File: src/rtl/fetch_stage_pkg.sv
// Shared fetch-stage constants: FSM state encodings, default boot PC and the
// NOP word used to clear the IF/ID instruction register.
package fetch_stage_pkg;

  typedef enum logic {
    FETCH_STATE_BOOT = 1'b0,
    FETCH_STATE_RUN  = 1'b1
  } fetch_state_t;

  localparam logic [31:0] DEFAULT_START_PC = 32'h0000_0040;
  localparam logic [31:0] FETCH_NOP        = 32'h0000_0000;

endpackage

File: src/rtl/fetch_perf_counters.sv
// Two saturating 32-bit event counters for the fetch stage (delivered
// instructions and bubble cycles); cleared by synchronous reset.
module fetch_perf_counters (
  input  logic        clk,
  input  logic        reset,
  input  logic        inc_fetched,
  input  logic        inc_bubble,
  output logic [31:0] perf_fetched,
  output logic [31:0] perf_bubbles
);

  function automatic logic [31:0] sat_inc(input logic [31:0] value);
    return (value == 32'hFFFF_FFFF) ? value : value + 32'd1;
  endfunction

  always_ff @(posedge clk) begin
    if (reset) begin
      perf_fetched <= '0;
      perf_bubbles <= '0;
    end else begin
      if (inc_fetched) perf_fetched <= sat_inc(perf_fetched);
      if (inc_bubble)  perf_bubbles <= sat_inc(perf_bubbles);
    end
  end

endmodule

File: src/rtl/fetch_stage.sv
// Instruction-fetch stage: owns the PC, drives a 1-cycle synchronous imem and
// fills the IF/ID register. Optional perf counters under `FETCH_PERF_EN.
module fetch_stage
  import fetch_stage_pkg::*;
#(
  parameter int               DBITS          = 32,
  parameter int               IMEM_ADDR_BITS = 11,
  parameter logic [DBITS-1:0] START_PC       = DBITS'(DEFAULT_START_PC)
) (
  input  logic                      clk,
  input  logic                      reset,
  input  logic                      stall,
  input  logic                      redirect_valid,
  input  logic [DBITS-1:0]          redirect_pc,
  output logic [IMEM_ADDR_BITS-1:0] imem_addr,
  input  logic [DBITS-1:0]          imem_rdata,
  output logic                      out_valid,
  output logic [DBITS-1:0]          out_instruction,
  output logic [DBITS-1:0]          out_pc,
  output logic [DBITS-1:0]          out_pc_plus4,
  output logic [31:0]               perf_fetched,
  output logic [31:0]               perf_bubbles
);

  localparam logic [DBITS-1:0] PC_STEP = DBITS'(4);

  fetch_state_t     state_q, state_d;
  logic [DBITS-1:0] pc_issue;
  logic [DBITS-1:0] fetch_pc_q;
  logic [DBITS-1:0] redirect_aligned;
  logic             advance;
  logic             deliver;

  assign redirect_aligned = redirect_pc & ~DBITS'(3);

  // While stalled in RUN the same word is re-read so imem_rdata keeps
  // matching fetch_pc_q when the stall releases.
  always_comb begin
    if (redirect_valid)
      imem_addr = redirect_pc[IMEM_ADDR_BITS+1:2];
    else if (stall && state_q == FETCH_STATE_RUN)
      imem_addr = fetch_pc_q[IMEM_ADDR_BITS+1:2];
    else
      imem_addr = pc_issue[IMEM_ADDR_BITS+1:2];
  end

  always_ff @(posedge clk) begin
    if (reset) state_q <= FETCH_STATE_BOOT;
    else       state_q <= state_d;
  end

  always_comb begin
    state_d = state_q;
    advance = 1'b0;
    deliver = 1'b0;
    if (redirect_valid) begin
      state_d = FETCH_STATE_RUN;
    end else begin
      case (state_q)
        FETCH_STATE_BOOT: begin
          if (!stall) begin
            state_d = FETCH_STATE_RUN;
            advance = 1'b1;
          end
        end
        FETCH_STATE_RUN: begin
          if (!stall) begin
            advance = 1'b1;
            deliver = 1'b1;
          end
        end
        default: state_d = FETCH_STATE_BOOT;
      endcase
    end
  end

  // PC / IF-ID register boundary
  always_ff @(posedge clk) begin
    if (reset) begin
      pc_issue        <= START_PC;
      fetch_pc_q      <= START_PC;
      out_valid       <= 1'b0;
      out_instruction <= DBITS'(FETCH_NOP);
      out_pc          <= '0;
      out_pc_plus4    <= '0;
    end else if (redirect_valid) begin
      fetch_pc_q <= redirect_aligned;
      pc_issue   <= redirect_aligned + PC_STEP;
      out_valid  <= 1'b0;
    end else if (advance) begin
      fetch_pc_q <= pc_issue;
      pc_issue   <= pc_issue + PC_STEP;
      if (deliver) begin
        out_valid       <= 1'b1;
        out_instruction <= imem_rdata;
        out_pc          <= fetch_pc_q;
        out_pc_plus4    <= fetch_pc_q + PC_STEP;
      end
    end
  end

`ifdef FETCH_PERF_EN
  logic inc_bubble;
  assign inc_bubble = !out_valid || stall;

  fetch_perf_counters u_perf (
    .clk          (clk),
    .reset        (reset),
    .inc_fetched  (deliver),
    .inc_bubble   (inc_bubble),
    .perf_fetched (perf_fetched),
    .perf_bubbles (perf_bubbles)
  );
`else
  assign perf_fetched = 32'd0;
  assign perf_bubbles = 32'd0;
`endif

endmodule

File: config.mk
export PLATFORM = sky130hd
export DESIGN_NAME = fetch_stage
export DESIGN_NICKNAME = d
export VERILOG_FILES = /design/src/rtl/fetch_stage_pkg.sv /design/src/rtl/fetch_perf_counters.sv /design/src/rtl/fetch_stage.sv
export SDC_FILE = /design/constraint.sdc
export NUM_CORES = 1
export LEC_CHECK = 0
export CORE_UTILIZATION = 52
export CTS_BUF_LIST = sky130_fd_sc_hd__clkbuf_16
export DETAILED_ROUTE_END_ITERATION = 12
export GPL_TIMING_DRIVEN = 0
export PLACE_DENSITY = 0.87
export SYNTH_ARGS = -nofsm -noshare
export SYNTH_HDL_FRONTEND = slang
export SYNTH_HIERARCHICAL = 1
export SYNTH_SLANG_ARGS = --single-unit
File: constraint.sdc
create_clock -name clk -period 7.9 [get_ports clk]
set_input_delay 2.37 -clock clk [delete_from_list [all_inputs] [get_ports clk]]
set_output_delay 2.37 -clock clk [all_outputs]
set_load 0.03 [all_outputs]
==> key figures, run 1 <==
GRT
  • Number of global-route vias before repair: 7463
  • GR Overflow Total: 0
  • GRT Total Usage: 0.3111
  • Initial antenna violation count: 0
  • First-pass GRT wire length: 38.75 mm
  • Largest net degree at the start of global routing: 20

CTS
  • CTS tree: done
  • Clock transition at path regs: 0.07 ns
  • Max H-tree Level: 4
  • Clock buffer depth: 2
  • CTS Buf Count: 17
  • Clk sinks: 154
  • Worst skew pair latency: about 0.44 ns
  • Hold Buf Count CTS: 0
  • Clk root buf: clkbuf_16
  • Post-CTS Setup Repair Bufs: 0

STA
  • Fin Setup TNS: 0 ns
  • Final Critical Period: 7.763 ns
  • RSZ-0062 raised after global routing: false
  • Crit share post-route: 0.9827
  • Final setup viols: 0
  • Final hold violation count: 0
  • Slew headroom: 0.3308
  • Slew Viols, Final: 0
  • Clock skew: 0.009266 ns
  • FMAX: roughly 130 MHz
  • Worst-Margin Slew: 1.004 ns

Placement
  • Post-detail-place hpwl: 18.68 mm
  • IO Port Bufs: 168
  • Gpl congestion: roughly 1
  • Placed cell count: 1437
  • Placed instance area: 10240 um^2

Synthesis
  • Syn_area_per_cell: 7.958 um^2
  • Syn Std Cell Area: 8069 um^2
  • Syn Inst Count: a little over 1k
  • Synth unique cells: 60
  • Main flop type after synthesis: dfxtp_1
  • Commonest cells post-synth: 164 x nand2_1, 154 x dfxtp_1, 120 x a21oi_1
  • Post-synth EDFFs: 0
  • Top cell type's share of synthesized area: 0.3821
  • Synth area leaders: dfxtp_1 38%, nand2_1 7.6%, a21oi_1 7.4%
  • Most frequent cell after synthesis: nand2_1
  • Synth async-reset ratio: 0
  • Synth Register Bits: 154
  • Synth area leader: dfxtp_1
  • YS warnings: 6
  • Sequential share of the synthesized area: 0.3821

Power
  • Post-route total power: about 0.002 W
  • Leak: 4.099 nW
  • IR drop worst, VDD: 0.1647 mV
  • Pwr dens: around 190 nW/um^2

Job
  • Max Cap Viol: 0

Detailed routing
  • Vias/cell: 5.497
  • Residual DRC: 0
  • 1st-iter DRT viols: slightly below 700
  • Final wirelength: 24.91 mm
  • Final ANT Viol Nets: 0
  • WL per Instance: 16.97 um
  • Number of detailed-route iterations in the first pass: 5
  • Via count: 8069

Floorplanning
  • Core Footprint: 15150 um^2
  • Num rows: between 40 and 50
  • Initial core utilization: 0.5328
  • Die Width: 126.6 um
  • Die area: 16020 um^2
  • Top Ports: 240
  • Die height: 126.6 um

Cells and area
  • Final Instance Count excl. Fillers: 1468
  • Footprint of the multi-input gates: 4360 um^2
  • Nets@finish: 1337
  • N_diodes: 0
  • Register area: 3083 um^2
  • Area growth from synthesis to layout: 33.97%
  • Filler Cells Inserted: roughly 1.2k
  • Layout cells sized above 1: 0.1070
  • Post-route cell area: about 11000 um^2

Worst hold path
  • WHS Path Cells: 2
  • Hold Crit Class: reg2reg
  • Endpoint, Worst Hold: out_instruction[31]
  • Hold Startpoint: out_instruction[31]

Worst setup path
  • CP max FO: 19
  • R2R Path Start: pc_issue[3]
  • Crit path kind: in2out
  • FF-to-FF path depth: 10
  • Critical Path Source: redirect_valid
  • Worst Path Required: 5.53 ns
  • Worst r2r dst: pc_issue[24]
  • Crit start category: input port
  • Reg-to-reg slack, setup: 5.23 ns
  • Crit. End Element: output port
  • CP arrival: about 5.4 ns

Status
  • Outcome: finished, final reports clean
worst max-delay path, stage by stage:
cell and delay, ns:
clkdlybuf4s50_1 0.66, buf_4 0.26, buf_6 0.18, buf_2 0.26, buf_2 0.33, clkbuf_4 0.36
nand2_1 0.12, o21ai_0 0.13, clkdlybuf4s50_1 0.73
sequential cells by signal (all words and copies together), names as in the netlist:
| register | cells |
|---|---|
| out_pc_plus4 | 30 |
| fetch_pc_q | 30 |
| pc_issue | 30 |
| out_instruction | 32 |
| state_q | 1 |
| out_pc | 30 |
| out_valid | 1 |
per-stage QoR:
| stage | utilization | setup WS [ns] | hold WS [ns] |
|---|---|---|---|
| 3_5_place_dp | 0.6759 | -0.1311 | 0.4459 |
| 5_1_grt | 0.7138 | 0.06016 | 0.4706 |
| 3_3_place_gp | 0.6759 | -0.1302 | 0.4406 |
| 2_1_floorplan | - | 1.470 | 0.4444 |
| 6_report | 0.7138 | 0.1368 | 0.4526 |
| 4_1_cts | 0.7132 | 0.02518 | 0.4546 |
cells in the final DEF (no fill, tap or decap), types with 10 or more instances in the layout:
| cell | Yosys | layout |
|---|---|---|
| nand3_1 | 31 | 31 |
| clkbuf_16 | 0 | 17 |
| nand2_1 | 164 | 164 |
| clkdlybuf4s50_1 | 0 | 168 |
| xnor2_1 | 38 | 38 |
| clkbuf_1 | 44 | 43 |
| nor2_1 | 90 | 90 |
| dfxtp_1 | 154 | 154 |
| inv_1 | 9 | 10 |
| and3_1 | 11 | 11 |
| a21oi_1 | 120 | 120 |
| a211oi_1 | 31 | 31 |
| mux2i_1 | 43 | 43 |
| xor2_1 | 24 | 24 |
| o21ai_0 | 36 | 36 |
| nand4_1 | 21 | 21 |
| conb_1 | 1 | 68 |
| buf_4 | 69 | 69 |
| nor3_1 | 15 | 15 |
timing repair:
action                                  4_1_cts  5_1_grt
endpoints found under the setup margin        2        8
pin swaps                                     0        0
resized for setup                             0        5
gates cloned                                  0        0
routing by layer:
layer	vias up	GRT usage	routed length (um)
met4	0	0.1347	639
met3	59	0.06748	2378
met1	3690	0.3978	10250
met5	-	0	0
met2	433	0.5063	11640
li1	3887	-	-
how the worst max path moves through the flow:
stage	to	slack [ns]	cells past startpoint
after floorplan	imem_addr[0]	1.47	7
after global placement	imem_addr[0]	-0.13	9
after detailed placement	imem_addr[0]	-0.13	9
after CTS	imem_addr[5]	0.03	9
after global routing	imem_addr[5]	0.06	9
final	imem_addr[1]	0.14	9
report_power, final:
part	total (W)	switching [W]	internal (W)
registers	0.000853	0.0000397	0.000813
logic	0.000370	0.000224	0.000146
clock network	0.000795	0.000355	0.000440
total	0.00202	0.000619	0.00140
layout make-up:
cell class | count | area share
Clock buffer | 17 | 0.03935
Inverter | 11 | 0.004167
Clock inverter | 15 | 0.01319
Tap cell | 188 | 0.02176
Multi-Input combinational cell | 777 | 0.4034
Buffer | 138 | 0.07743
Timing Repair Buffer | 168 | 0.1556
Sequential cell | 154 | 0.2852
cell families (layout without fill, tap and decap cells):
family,count (synthesis),in the layout,synth area share
compound gates,221,221,0.1599
xor+xnor,62,62,0.06730
fa+ha+maj,2,2,0.003101
buf+inv,150,349,0.1087
flops,154,154,0.3821
mux,44,44,0.05474
other cells,1,68,0.0004647
simple gates,380,380,0.2238
Power figures use the tool's default switching activity.
==> run 2: changes to the inputs <==
- CORE_UTILIZATION: 52 -> 55
- DONT_BUFFER_PORTS: default -> 1
- PLACE_DENSITY: 0.87 -> 0.7
- SLEW_MARGIN: default -> 20
==> run 2 against run 1 <==
  * Sequential share of layout area up 5.2 points
  * Routed wire length down 2.2%
  * First-iteration DRC count decreased by 17%
  * Largest cell class unchanged
  * Combinational power down 31%
  * Via count shrank 9.5%
  * Final cell count is 12% lower
  * Hold slack improved by 0.039 ns
  * Non-clock buffer count fell by 167
  * Sequential cell count unchanged
==> key figures, run 2 (synthesis results as in run 1) <==
CTS
  • Worst skew pair latency: 0.43 ns (was 0.44 ns)
  • Max H-tree Level: 4 (unchanged)
  • CTS Buf Count: 17 (unchanged)
  • Clock buffer depth: 2 (unchanged)
  • Clock transition at path regs: 0.06 ns (was 0.07 ns)
  • Clk sinks: 154 (unchanged)
  • Hold Buf Count CTS: 0 (unchanged)
  • CTS tree: done (unchanged)
  • Post-CTS Setup Repair Bufs: 0 (unchanged)
  • CTS resizes: 0 (unchanged)
  • Clk root buf: clkbuf_16 (unchanged)

STA
  • Final Critical Period: 7.053 ns (was 7.763 ns)
  • Fin Setup TNS: 0 ns (unchanged)
  • Worst-Margin Slew: 1.122 ns (was 1.004 ns)
  • Clock skew: 0.009364 ns (was 0.009266 ns)
  • Slew headroom: 0.2444 (was 0.3308)
  • RSZ-0062 raised after global routing: false (unchanged)
  • Crit share post-route: 0.8927 (was 0.9827)
  • Final setup viols: 0 (unchanged)
  • Slew Viols, Final: 0 (unchanged)
  • Final hold violation count: 0 (unchanged)
  • FMAX: 141.8 MHz (was 128.8 MHz)

GRT
  • Largest net degree at the start of global routing: 17 (was 20)
  • Number of global-route vias before repair: 6541 (was 7463)
  • GR Overflow Total: 0 (unchanged)
  • GRT Total Usage: 0.3200 (was 0.3111)
  • Initial antenna violation count: 0 (unchanged)
  • First-pass GRT wire length: 36.45 mm (was 38.75 mm)

Detailed routing
  • Final ANT Viol Nets: 0 (unchanged)
  • Via count: 7304 (was 8069)
  • 1st-iter DRT viols: 560 (was 673)
  • WL per Instance: 18.87 um (was 16.97 um)
  • Residual DRC: 0 (unchanged)
  • Final wirelength: 24.36 mm (was 24.91 mm)
  • Number of detailed-route iterations in the first pass: 5 (unchanged)
  • Vias/cell: 5.658 (was 5.497)

Power
  • Pwr dens: 217.8 nW/um^2 (was 186.7 nW/um^2)
  • Post-route total power: 0.001993 W (was 0.002019 W)
  • IR drop worst, VDD: 0.1493 mV (was 0.1647 mV)
  • Leak: 3.505 nW (was 4.099 nW)

Cells and area
  • Most common cell after layout, fill and taps aside: nand2_1 (was clkdlybuf4s50_1)
  • Max reg flops: 32 (unchanged)
  • Nets@finish: 1170 (was 1337)
  • Final Instance Count excl. Fillers: 1291 (was 1468)
  • Layout cells sized above 1: 0.1170 (was 0.1070)
  • N_diodes: 0 (unchanged)
  • Area growth from synthesis to layout: 13.38% (was 33.97%)
  • Commonest cells after routing, fill and taps aside: 164 x nand2_1, 154 x dfxtp_1, 120 x a21oi_1 (was 168 x clkdlybuf4s50_1, 164 x nand2_1, 154 x dfxtp_1)
  • Filler Cells Inserted: 1306 (was 1201)
  • Most flop-heavy register: out_instruction (unchanged)

Worst setup path
  • CP max FO: 10 (was 19)
  • Crit. End Element: output port (unchanged)
  • Reg-to-reg slack, setup: 5.29 ns (was 5.23 ns)
  • Crit start category: input port (unchanged)
  • CP arrival: 4.68 ns (was 5.39 ns)
  • Worst Path Required: 5.53 ns (about the same)
  • Crit path kind: in2out (unchanged)

Placement
  • Gpl congestion: 0.9781 (was 0.9879)
  • Placed cell count: 1261 (was 1437)
  • IO Port Bufs: 0 (was 168)
  • Post-detail-place hpwl: 18.20 mm (was 18.68 mm)

Floorplanning
  • Die area: 15160 um^2 (was 16020 um^2)
  • Initial core utilization: 0.5724 (was 0.5328)
  • Num rows: 43 (was 45)
  • Die Width: 123.1 um (was 126.6 um)
  • Top Ports: 240 (unchanged)
  • Core Footprint: 14100 um^2 (was 15150 um^2)
  • Die height: 123.1 um (was 126.6 um)

Job
  • Max Cap Viol: 0 (unchanged)

Worst hold path
  • Hold Crit Class: reg2reg (unchanged)

Status
  • Outcome: finished, final reports clean (unchanged)
==> run 2: per-layer routing <==
layer | GRT usage | vias up | wire (um)
met5 | 0 | - | 0
met4 | 0.1273 | 0 | 698
met3 | 0.09594 | 50 | 2705
met2 | 0.5035 | 370 | 11230
met1 | 0.4091 | 3333 | 9722
li1 | - | 3551 | -
==> run 2: path summary, 6_finish.rpt <==
| check | from | end | cells past startpoint |
|---|---|---|---|
| worst max-delay path | redirect_valid | imem_addr[1] | 7 |
| worst min-delay path | pc_issue[3] | pc_issue[3] | 2 |
| worst max register to register | pc_issue[2] | pc_issue[24] | 10 |
| worst min register to register | pc_issue[3] | pc_issue[3] | 2 |
==> run 2: where the power goes <==
group	switching, W	leakage (nW)	internal, W
Combinational	0.000168	1.95	0.0000861
Sequential	0.0000740	1.26	0.000814
Clock	0.000327	0.298	0.000524
==> run 2: metrics by stage <==
step | cell area [um^2] | setup slack (ns) | utilization | hold slack, ns
after floorplan | 8320 | 1.470 | - | 0.4444
after global placement | 8546 | 0.8905 | 0.6062 | 0.4650
after detailed placement | 8546 | 0.9012 | 0.6062 | 0.4718
after CTS | 9149 | 0.8884 | 0.6490 | 0.4868
after global routing | 9149 | 0.7586 | 0.6490 | 0.5094
final | 9149 | 0.8474 | 0.6490 | 0.4914
==> run 2: final cells by class <==
class                           count  area, um^2  share of cell area
Buffer                            139       835.8             0.09136
Inverter                           11       41.29            0.004513
Tap cell                          180       225.2             0.02462
Clock buffer                       17       425.4             0.04650
Multi-Input combinational cell    777        4360              0.4766
Sequential cell                   154        3083              0.3370
Clock inverter                     13       177.7             0.01942
==> run 2: critical path, stage by stage <==
cell	delay (ns)
buf_4	0.16
buf_6	0.16
buf_2	0.24
buf_2	0.32
buf_2	0.30
buf_1	0.53
o21ai_0	0.59
